<file path="config.mk">
export PLATFORM = sky130hd
export DESIGN_NAME = cache_control_nway
export DESIGN_NICKNAME = d
export VERILOG_FILES = /design/src/rtl/cache_control_nway.sv
export SDC_FILE = /design/constraint.sdc
export NUM_CORES = 1
export LEC_CHECK = 0
export CAP_MARGIN = 20
export CORE_MARGIN = 2
export CORE_UTILIZATION = 56
export DETAILED_ROUTE_END_ITERATION = 7
export GPL_TIMING_DRIVEN = 0
export PLACE_DENSITY = 0.84
export SYNTH_ARGS = -nofsm -noshare
export SYNTH_HDL_FRONTEND = slang
export SYNTH_SLANG_ARGS = --single-unit
export TNS_END_PERCENT = 20
</file>
<file path="constraint.sdc">
create_clock -name clk -period 3 [get_ports clk]
set_input_delay 0.6 -clock clk [delete_from_list [all_inputs] [get_ports clk]]
set_output_delay 0.6 -clock clk [all_outputs]
set_load 0.005 [all_outputs]
</file>
<file path="src/rtl/cache_control_nway.sv">
// Control FSM for an N-way set-associative write-back/write-allocate cache.
// Keeps per-set tree pseudo-LRU state and picks the eviction victim on a miss.
module cache_control_nway #(
  parameter int WAYS  = 4,
  parameter int SETS  = 8,
  parameter int WAY_W = $clog2(WAYS),
  parameter int SET_W = $clog2(SETS)
) (
  input  logic             clk,
  input  logic             rst,
  input  logic             mem_read,
  input  logic             mem_write,
  output logic             mem_resp,
  input  logic [SET_W-1:0] set_idx,
  input  logic [WAYS-1:0]  hit_vec,
  input  logic [WAYS-1:0]  valid_vec,
  input  logic [WAYS-1:0]  dirty_vec,
  input  logic             pmem_resp,
  output logic             pmem_read,
  output logic             pmem_write,
  output logic             pmem_addr_sel,
  output logic [WAY_W-1:0] way_sel,
  output logic             load_data,
  output logic             load_tag,
  output logic             set_valid,
  output logic             set_dirty,
  output logic             clr_dirty
);

  localparam logic [1:0] IDLE      = 2'd0;
  localparam logic [1:0] WRITEBACK = 2'd1;
  localparam logic [1:0] FILL      = 2'd2;

  // Tree nodes are heap-numbered 1..WAYS-1; a 0 bit points toward the lower half.
  function automatic logic [WAY_W-1:0] plru_victim(
    input logic [WAYS-1:1] t
  );
    logic [WAY_W-1:0] n;
    n = WAY_W'(1);
    for (int l = 0; l < WAY_W; l++)
      n = (n << 1) | WAY_W'(t[n]);
    return n;
  endfunction

  function automatic logic [WAYS-1:1] plru_touch(
    input logic [WAYS-1:1]  t,
    input logic [WAY_W-1:0] w
  );
    logic [WAY_W-1:0] n;
    logic [WAY_W-1:0] ws;
    logic [WAYS-1:1]  r;
    r  = t;
    n  = WAY_W'(1);
    ws = w;
    for (int l = 0; l < WAY_W; l++) begin
      r[n] = ~ws[WAY_W-1];
      n    = (n << 1) | WAY_W'(ws[WAY_W-1]);
      ws   = ws << 1;
    end
    return r;
  endfunction

  logic [1:0]                 state_q, state_d;
  logic [WAY_W-1:0]           victim_q, victim_d;
  logic [SETS-1:0][WAYS-1:1]  plru_q, plru_d;

  logic             req;
  logic             hit;
  logic             any_inv;
  logic [WAY_W-1:0] hit_way;
  logic [WAY_W-1:0] inv_way;
  logic [WAY_W-1:0] victim_sel;

  assign req = mem_read | mem_write;
  assign hit = |hit_vec;

  // Downward scan leaves the lowest matching index.
  always_comb begin
    hit_way = '0;
    inv_way = '0;
    any_inv = 1'b0;
    for (int i = WAYS - 1; i >= 0; i--) begin
      if (hit_vec[i]) hit_way = WAY_W'(i);
      if (!valid_vec[i]) begin
        inv_way = WAY_W'(i);
        any_inv = 1'b1;
      end
    end
  end

  assign victim_sel = any_inv ? inv_way
                              : plru_victim(plru_q[set_idx]);

  always_comb begin
    state_d       = state_q;
    victim_d      = victim_q;
    plru_d        = plru_q;
    mem_resp      = 1'b0;
    pmem_read     = 1'b0;
    pmem_write    = 1'b0;
    pmem_addr_sel = 1'b0;
    way_sel       = '0;
    load_data     = 1'b0;
    load_tag      = 1'b0;
    set_valid     = 1'b0;
    set_dirty     = 1'b0;
    clr_dirty     = 1'b0;
    case (state_q)
      IDLE: begin
        if (req && hit) begin
          way_sel   = hit_way;
          mem_resp  = 1'b1;
          load_data = mem_write;
          set_dirty = mem_write;
          plru_d[set_idx] = plru_touch(plru_q[set_idx], hit_way);
        end else if (req) begin
          victim_d = victim_sel;
          if (valid_vec[victim_sel] && dirty_vec[victim_sel])
            state_d = WRITEBACK;
          else
            state_d = FILL;
        end
      end
      WRITEBACK: begin
        pmem_write    = 1'b1;
        pmem_addr_sel = 1'b1;
        way_sel       = victim_q;
        if (pmem_resp) state_d = FILL;
      end
      FILL: begin
        pmem_read = 1'b1;
        way_sel   = victim_q;
        if (pmem_resp) begin
          load_data = 1'b1;
          load_tag  = 1'b1;
          set_valid = 1'b1;
          clr_dirty = 1'b1;
          state_d   = IDLE;
        end
      end
      default: state_d = IDLE;
    endcase
    if (rst) begin
      mem_resp      = 1'b0;
      pmem_read     = 1'b0;
      pmem_write    = 1'b0;
      pmem_addr_sel = 1'b0;
      way_sel       = '0;
      load_data     = 1'b0;
      load_tag      = 1'b0;
      set_valid     = 1'b0;
      set_dirty     = 1'b0;
      clr_dirty     = 1'b0;
    end
  end

  always_ff @(posedge clk) begin
    if (rst) begin
      state_q  <= IDLE;
      victim_q <= '0;
      plru_q   <= '0;
    end else begin
      state_q  <= state_d;
      victim_q <= victim_d;
      plru_q   <= plru_d;
    end
  end

  // More than one tag match means the datapath is already corrupt.
  a_onehot_hit: assert property (@(posedge clk) disable iff (rst)
    (state_q == IDLE && req) |-> $onehot0(hit_vec));

endmodule

</file>
==> results of run 1 <==
-- worst paths after layout --
check | slack (ps) | depth (start not counted) | from | to
setup / recovery | 60 | 6 | mem_read | load_data
hold / removal | 510 | 2 | plru_q[1] | plru_q[1]
setup reg to reg | 900 | 7 | state_q[1] | plru_q[12]
hold reg to reg | 510 | 2 | plru_q[1] | plru_q[1]
-- registers in the layout, summed over array words and instances (netlist names) --
signal    count
state_q       2
plru_q       24
victim_q      2
-- logic make-up after synthesis --
| family | count (synthesis) |
|---|---|
| simple gates | 75 |
| flops | 28 |
| fa+ha+maj | 4 |
| buf+inv | 15 |
| compound gates | 22 |
| mux | 36 |
-- layer usage --
metal	wire [um]	part of all wire, %
met1	1620	41
met4	93	2.4
met2	2000	51
met3	215	5.5
met5	0	0
-- synth_stat cells (2+ instances only) --
cell type | n | share of area, %
nor3b_1 | 2 | 0.89
buf_2 | 2 | 0.59
o21ai_1 | 3 | 0.89
nor3b_2 | 2 | 1.5
nand2_1 | 10 | 2.2
o21bai_1 | 2 | 0.89
nand3b_1 | 3 | 1.3
mux2i_1 | 29 | 17
mux2_2 | 2 | 1.3
nor3_1 | 4 | 1.2
mux4_2 | 2 | 2.7
and2_1 | 2 | 0.74
inv_1 | 4 | 0.89
nor2_1 | 34 | 7.6
clkbuf_1 | 4 | 0.89
buf_4 | 3 | 1.3
a21oi_1 | 4 | 1.2
and3_1 | 2 | 0.74
mux4_1 | 2 | 3.1
buf_6 | 2 | 1.3
dfxtp_1 | 28 | 33
o21ai_0 | 2 | 0.59
nor2b_1 | 6 | 2.2
ha_1 | 4 | 3.0
-- worst max-delay path: cells and delay by family --
| kind | cells | cell delay (ps) |
|---|---|---|
| AOI/OAI and AO/OA | 1 | 250 |
| and+or+nand+nor | 3 | 570 |
| buffers and inverters | 2 | 910 |
-- timing repair --
| item | in CTS | in global routing |
|---|---|---|
| setup endpoints to repair | 2 | 2 |
| resized for setup | 5 | 6 |
| pin swaps | 1 | 2 |
-- metrics by stage --
step | util [%] | hold WS [ps] | power [uW] | cells
6_report | 73.9 | 509 | 736 | 242
4_1_cts | 72.9 | 512 | 738 | 242
5_1_grt | 73.9 | 548 | 768 | 242
2_1_floorplan | - | 451 | 493 | 180
3_3_place_gp | 71.2 | 470 | 547 | 238
3_5_place_dp | 71.2 | 480 | 553 | 238
-- power by group through the flow --
stage	sequential (uW)	clock, uW	combinational (uW)
3_3_place_gp	396	0	150
2_1_floorplan	395	0	97.9
4_1_cts	389	192	158
3_5_place_dp	397	0	156
5_1_grt	390	201	176
6_report	389	184	163
-- layout make-up --
| cell class | count | area (um^2) |
|---|---|---|
| Multi-Input combinational cell | 137 | 1080 |
| Fill cell | 217 | 733 |
| Tap cell | 31 | 38.8 |
| Buffer | 11 | 70.1 |
| Timing Repair Buffer | 27 | 273 |
| Inverter | 4 | 15.0 |
| Sequential cell | 28 | 561 |
| Clock buffer | 4 | 36.3 |
==> results.yml, run 1 <==
power_and_ir_drop:
  power_leakage_uw: 0.000878
  pwr-share-seq_pct: 52.8
  ir_drop_mv: 0.332
  power_density_nw_per_um2: 355
  p_int_uw: 536
  p_comb_share_pct: 22.1
  swShare_pct: 27.2
  pwr-share-clk_pct: 25.1
  p_switching_uw: 200
synth:
  synth-xor-area-share_pct: 0
  synth_area_um2: 1690
  syn_nets: 204
  synth_cell_types: 46
  synthMuxAreaShare_pct: 25.6
  synth.avg_cell_area_um2: 9.38
  synth-seq-cells: 28
  async_flop_share_pct: 0
  synth-simple-area-share_pct: 23.5
  synth_ff_type: "dfxtp_1"
  synthAdderAreaFrac_pct: 2.97
  synth_compound_area_share_pct: 9.64
  ys_warn_count: 0
  synthCells: 180
  synth_top_family_by_area: "multiplexers"
  seq_area_frac_synth_pct: 33.2
  synth-edff-count: 0
global_route:
  grtUsageMet1_pct: 28.2
  track_usage_pct: 24.2
  grt_overflow_total: 0
  grt_pass1_wl_mm: 6.35
  antenna_found_initial: 0
  grt_max_degree: 16
  globalRoute.busiestLayer: "met2"
  grt_pass1_vias: 1434
  use_met3_pct: 3.52
  grt_use_met2_pct: 42.7
die:
  start_util_pct: 60.2
  io_pins: 31
  dieArea_um2: 3470
  core_region_area_um2: 2810
  chipHeight_um: 58.9
  die_x_um: 58.9
  core.rowCount: 19
worst_setup_path:
  worst_setup_path_end_kind: "primary output"
  required_ps: 2400
  start_kind: "primary input"
  cp_max_fo: 7
  cp_cell_sequence: "clkdlybuf4s50_1, o21ai_4, nor3_1, and2_1, or2_2, clkdlybuf4s50_1"
  arrival_ps: 2340
  max_stage_delay_ps: 470
  cp_common_cell: "clkdlybuf4s50_1"
  critical_path_class: "in -> out"
  crit_slowest_cell: "clkdlybuf4s50_1"
cts:
  cts_root_buf: "clkbuf_4"
  cts_buffers: 3
  clk_pin_slew_ps: 130
  cts_setup_buffers: 0
  ctsHoldBuffers: 0
  ctsHtreeMaxLevel: 1
  clockBufferDepth: 2
  tritoncts: "yes"
  clk_latency_ps: 340
  clock_sinks: 28
finish:
  final_common_cell: "nor2_1"
  final_cell_mix: "33 x nor2_1, 29 x mux2i_1, 28 x dfxtp_1"
  area_growth_pct: 22.8
  final_cell_area_um2: 2070
  drive_gt1_share_pct: 13.7
  finalNetCount: 236
  diodes: 0
detailed_routing:
  routed_wl_mm: 3.93
  ant_nets: 0
  via_per_inst: 6.00
  dr.pass1.iters: 6
  routed-via-count: 1452
  drt_iter0_markers: 68
  drcViolationCount: 5
  routedWlPerCell_um: 16.2
sta:
  fin_crit_sh_pct: 97.9
  fmax_mhz: 340
  fin_ws_ps: 62.4
  slew_headroom_pct: 49.6
  fin_tns_setup_ps: 0
  tightest_slew_ps: 737
  final.setup_skew_ps: 10.4
  hold_viol: 0
  period_minus_slack_ps: 2940
  rsz0062_at_grt: "no"
  setup_violations: 0
  finalMaxSlewViolations: 0
place:
  placed_cell_area_um2: 2000
  port_buffers: 27
  gp_congestion: 0.884
  place_ws_ps: -94.4
  hpwl_mm: 3.04
worst_hold_path:
  hp-class: "reg -> reg"
outcome:
  failed_checks: "DRC"
  outcome: "complete, but fails checks"
flow_run:
  maxCapViolCount: 0
Power figures use the tool's default switching activity.
==> inputs of run 2 (changes only) <==
--- a/config.mk
+++ b/config.mk
@@ -7,10 +7,10 @@
 export LEC_CHECK = 0
 export CAP_MARGIN = 20
 export CORE_MARGIN = 2
-export CORE_UTILIZATION = 56
+export CORE_UTILIZATION = 47
 export DETAILED_ROUTE_END_ITERATION = 7
 export GPL_TIMING_DRIVEN = 0
-export PLACE_DENSITY = 0.84
+export PLACE_DENSITY = 0.75
 export SYNTH_ARGS = -nofsm -noshare
 export SYNTH_HDL_FRONTEND = slang
 export SYNTH_SLANG_ARGS = --single-unit
==> constraint.sdc (replaced) <==
create_clock -name clk -period 2.42 [get_ports clk]
set_input_delay 0.484 -clock clk [delete_from_list [all_inputs] [get_ports clk]]
set_output_delay 0.484 -clock clk [all_outputs]
set_load 0.005 [all_outputs]
==> run 2 against run 1 <==
Against the previous run:
- die area up 18%
- clock skew up 1.9 ps
- critical path type unchanged
- register-to-register slack worse by 630 ps
- utilization down 12 points
- critical endpoint unchanged
- largest cell class unchanged
- sequential cell count unchanged
- clock-buffer cell count down 1
- highest routed layer unchanged
- largest power group unchanged
- the run ends with setup timing left
- design area up 2.0%
==> results.yml, run 2 (same netlist as run 1, synthesis figures left out) <==
die:
  dieArea_um2: 4090
  die_x_um: 63.9
  core.rowCount: 21
  core_region_area_um2: 3390
  chipHeight_um: 63.9
  start_util_pct: 49.8
  io_pins: 31
global_route:
  grt_use_met2_pct: 34.1
  track_usage_pct: 19.7
  grt_max_degree: 17
  grt_pass1_vias: 1375
  globalRoute.busiestLayer: "met2"
  grt_overflow_total: 0
  antenna_found_initial: 0
  grtUsageMet1_pct: 24.8
  use_met3_pct: 4.58
  grt_pass1_wl_mm: 6.50
detailed_routing:
  routedWlPerCell_um: 14.6
  via_per_inst: 5.52
  dr.pass1.iters: 4
  ant_nets: 0
  drcViolationCount: 0
  routed-via-count: 1423
  drt_iter0_markers: 63
  routed_wl_mm: 3.78
place:
  dp_cells: 253
  gp_congestion: 0.819
  port_buffers: 27
  place_ws_ps: -456
  placed_cell_area_um2: 2020
  hpwl_mm: 2.85
sta:
  hold_viol: 0
  fin_tns_setup_ps: -11.7
  rsz0062_at_grt: "yes"
  fin_ws_ps: -11.7
  tightest_slew_ps: 736
  finalMaxSlewViolations: 0
  fin_crit_sh_pct: 100
  slew_headroom_pct: 49.7
  period_minus_slack_ps: 2430
  setup_violations: 1
  fmax_mhz: 411
  final.setup_skew_ps: 12.3
power_and_ir_drop:
  power_density_nw_per_um2: 471
  swShare_pct: 25.6
  ir_drop_mv: 0.448
  p_switching_uw: 255
  power_leakage_uw: 0.000893
  pwr-share-clk_pct: 31.4
  p_comb_share_pct: 20.2
  p_int_uw: 741
  pwr-share-seq_pct: 48.4
worst_setup_path:
  r2r-end: "plru_q[14]"
  max_stage_delay_ps: 370
  arrival_ps: 1950
  rr_startpoint: "state_q[0]"
  cp_cell_sequence: "dlygate4sd2_1, nor4_2, nor3_2, and2_1, or2_2, dlygate4sd2_1"
  rr_worst_depth: 8
  critical_path_class: "in -> out"
  cp_common_cell: "dlygate4sd2_1"
  required_ps: 1940
  startpoint: "hit_vec[0]"
  worst_setup_path_end_kind: "primary output"
  start_kind: "primary input"
  crit_slowest_cell: "nor4_2"
  r2r_slack_ps: 270
  setup.worst_path.end: "load_data"
  cp_max_fo: 4
cts:
  cts_buffers: 3
  clk_latency_ps: 340
  tritoncts: "yes"
  cts_root_buf: "clkbuf_4"
  clockBufferDepth: 2
  clock_sinks: 28
  ctsHtreeMaxLevel: 1
  clk_pin_slew_ps: 150
finish:
  top_register: "plru_q"
  diodes: 0
  finalNetCount: 237
  final_util_pct: 62.3
  area_growth_pct: 25.2
  largest_reg_flops: 24
  fillerInstances: 285
  final_cell_area_um2: 2110
  top_regs: "plru_q x24, state_q x2, victim_q x2"
  drive_gt1_share_pct: 16.0
  final_cell_mix: "34 x nor2_1, 29 x mux2i_1, 26 x dfxtp_1"
  stdcell_count: 258
  final_common_cell: "nor2_1"
worst_hold_path:
  hp-class: "reg -> reg"
  min_path_cells: 2
outcome:
  outcome: "complete, but fails checks"
  failed_checks: "setup timing"
flow_run:
  maxCapViolCount: 0
[run 2: what timing repair did]
item | 4_1_cts | 5_1_grt
gates resized for setup | 18 | 4
hold buffers | 0 | 0
cloned | 0 | 0
setup buffers | 1 | 0
pin swaps | 2 | 0
endpoints found under the hold margin | 0 | 0
endpoints found under the setup margin | 7 | 12
[run 2: worst min path at each step]
stage | from | end | slack (ps)
floorplan | victim_q[0] | victim_q[0] | 450
global placement | victim_q[0] | victim_q[0] | 470
detailed placement | victim_q[0] | victim_q[0] | 470
CTS | victim_q[0] | victim_q[0] | 490
global route | victim_q[0] | victim_q[0] | 540
finish | victim_q[0] | victim_q[0] | 490
[run 2: metrics by stage]
stage / power, uW / hold WS [ps]
floorplan: 611 / 451
global placement: 678 / 471
detailed placement: 684 / 470
CTS: 995 / 490
global route: 1040 / 544
finish: 996 / 490
[run 2: per-layer routing]
metal | vias to the layer above | share of wire, %
li1 | 702 | -
met2 | 33 | 49
met1 | 686 | 45
met5 | - | 0
met4 | 0 | 0.64
met3 | 2 | 5.5
[run 2: cell type report]
cell class / instances / area [um^2] / share of cell area [%]
buffer: 11 / 72.6 / 3.43
timing repair buffer: 28 / 268 / 12.7
tap: 46 / 57.6 / 2.72
multi-input combinational: 137 / 1080 / 51.3
inverter: 4 / 15.0 / 0.710
sequential: 28 / 563 / 26.6
clock buffer: 3 / 22.5 / 1.07
clock inverter: 1 / 30.0 / 1.42
[run 2: power groups by stage]
stage	Combinational, uW	Sequential, uW	Clock (uW)
finish	201	482	313
global route	219	485	341
CTS	195	482	317
detailed placement	192	492	0
global placement	187	491	0
floorplan	121	490	0
[run 2: critical path, delay by kind of cell]
family	cells	cell delay, ps
and+or+nand+nor	4	910
buffers and inverters	2	550
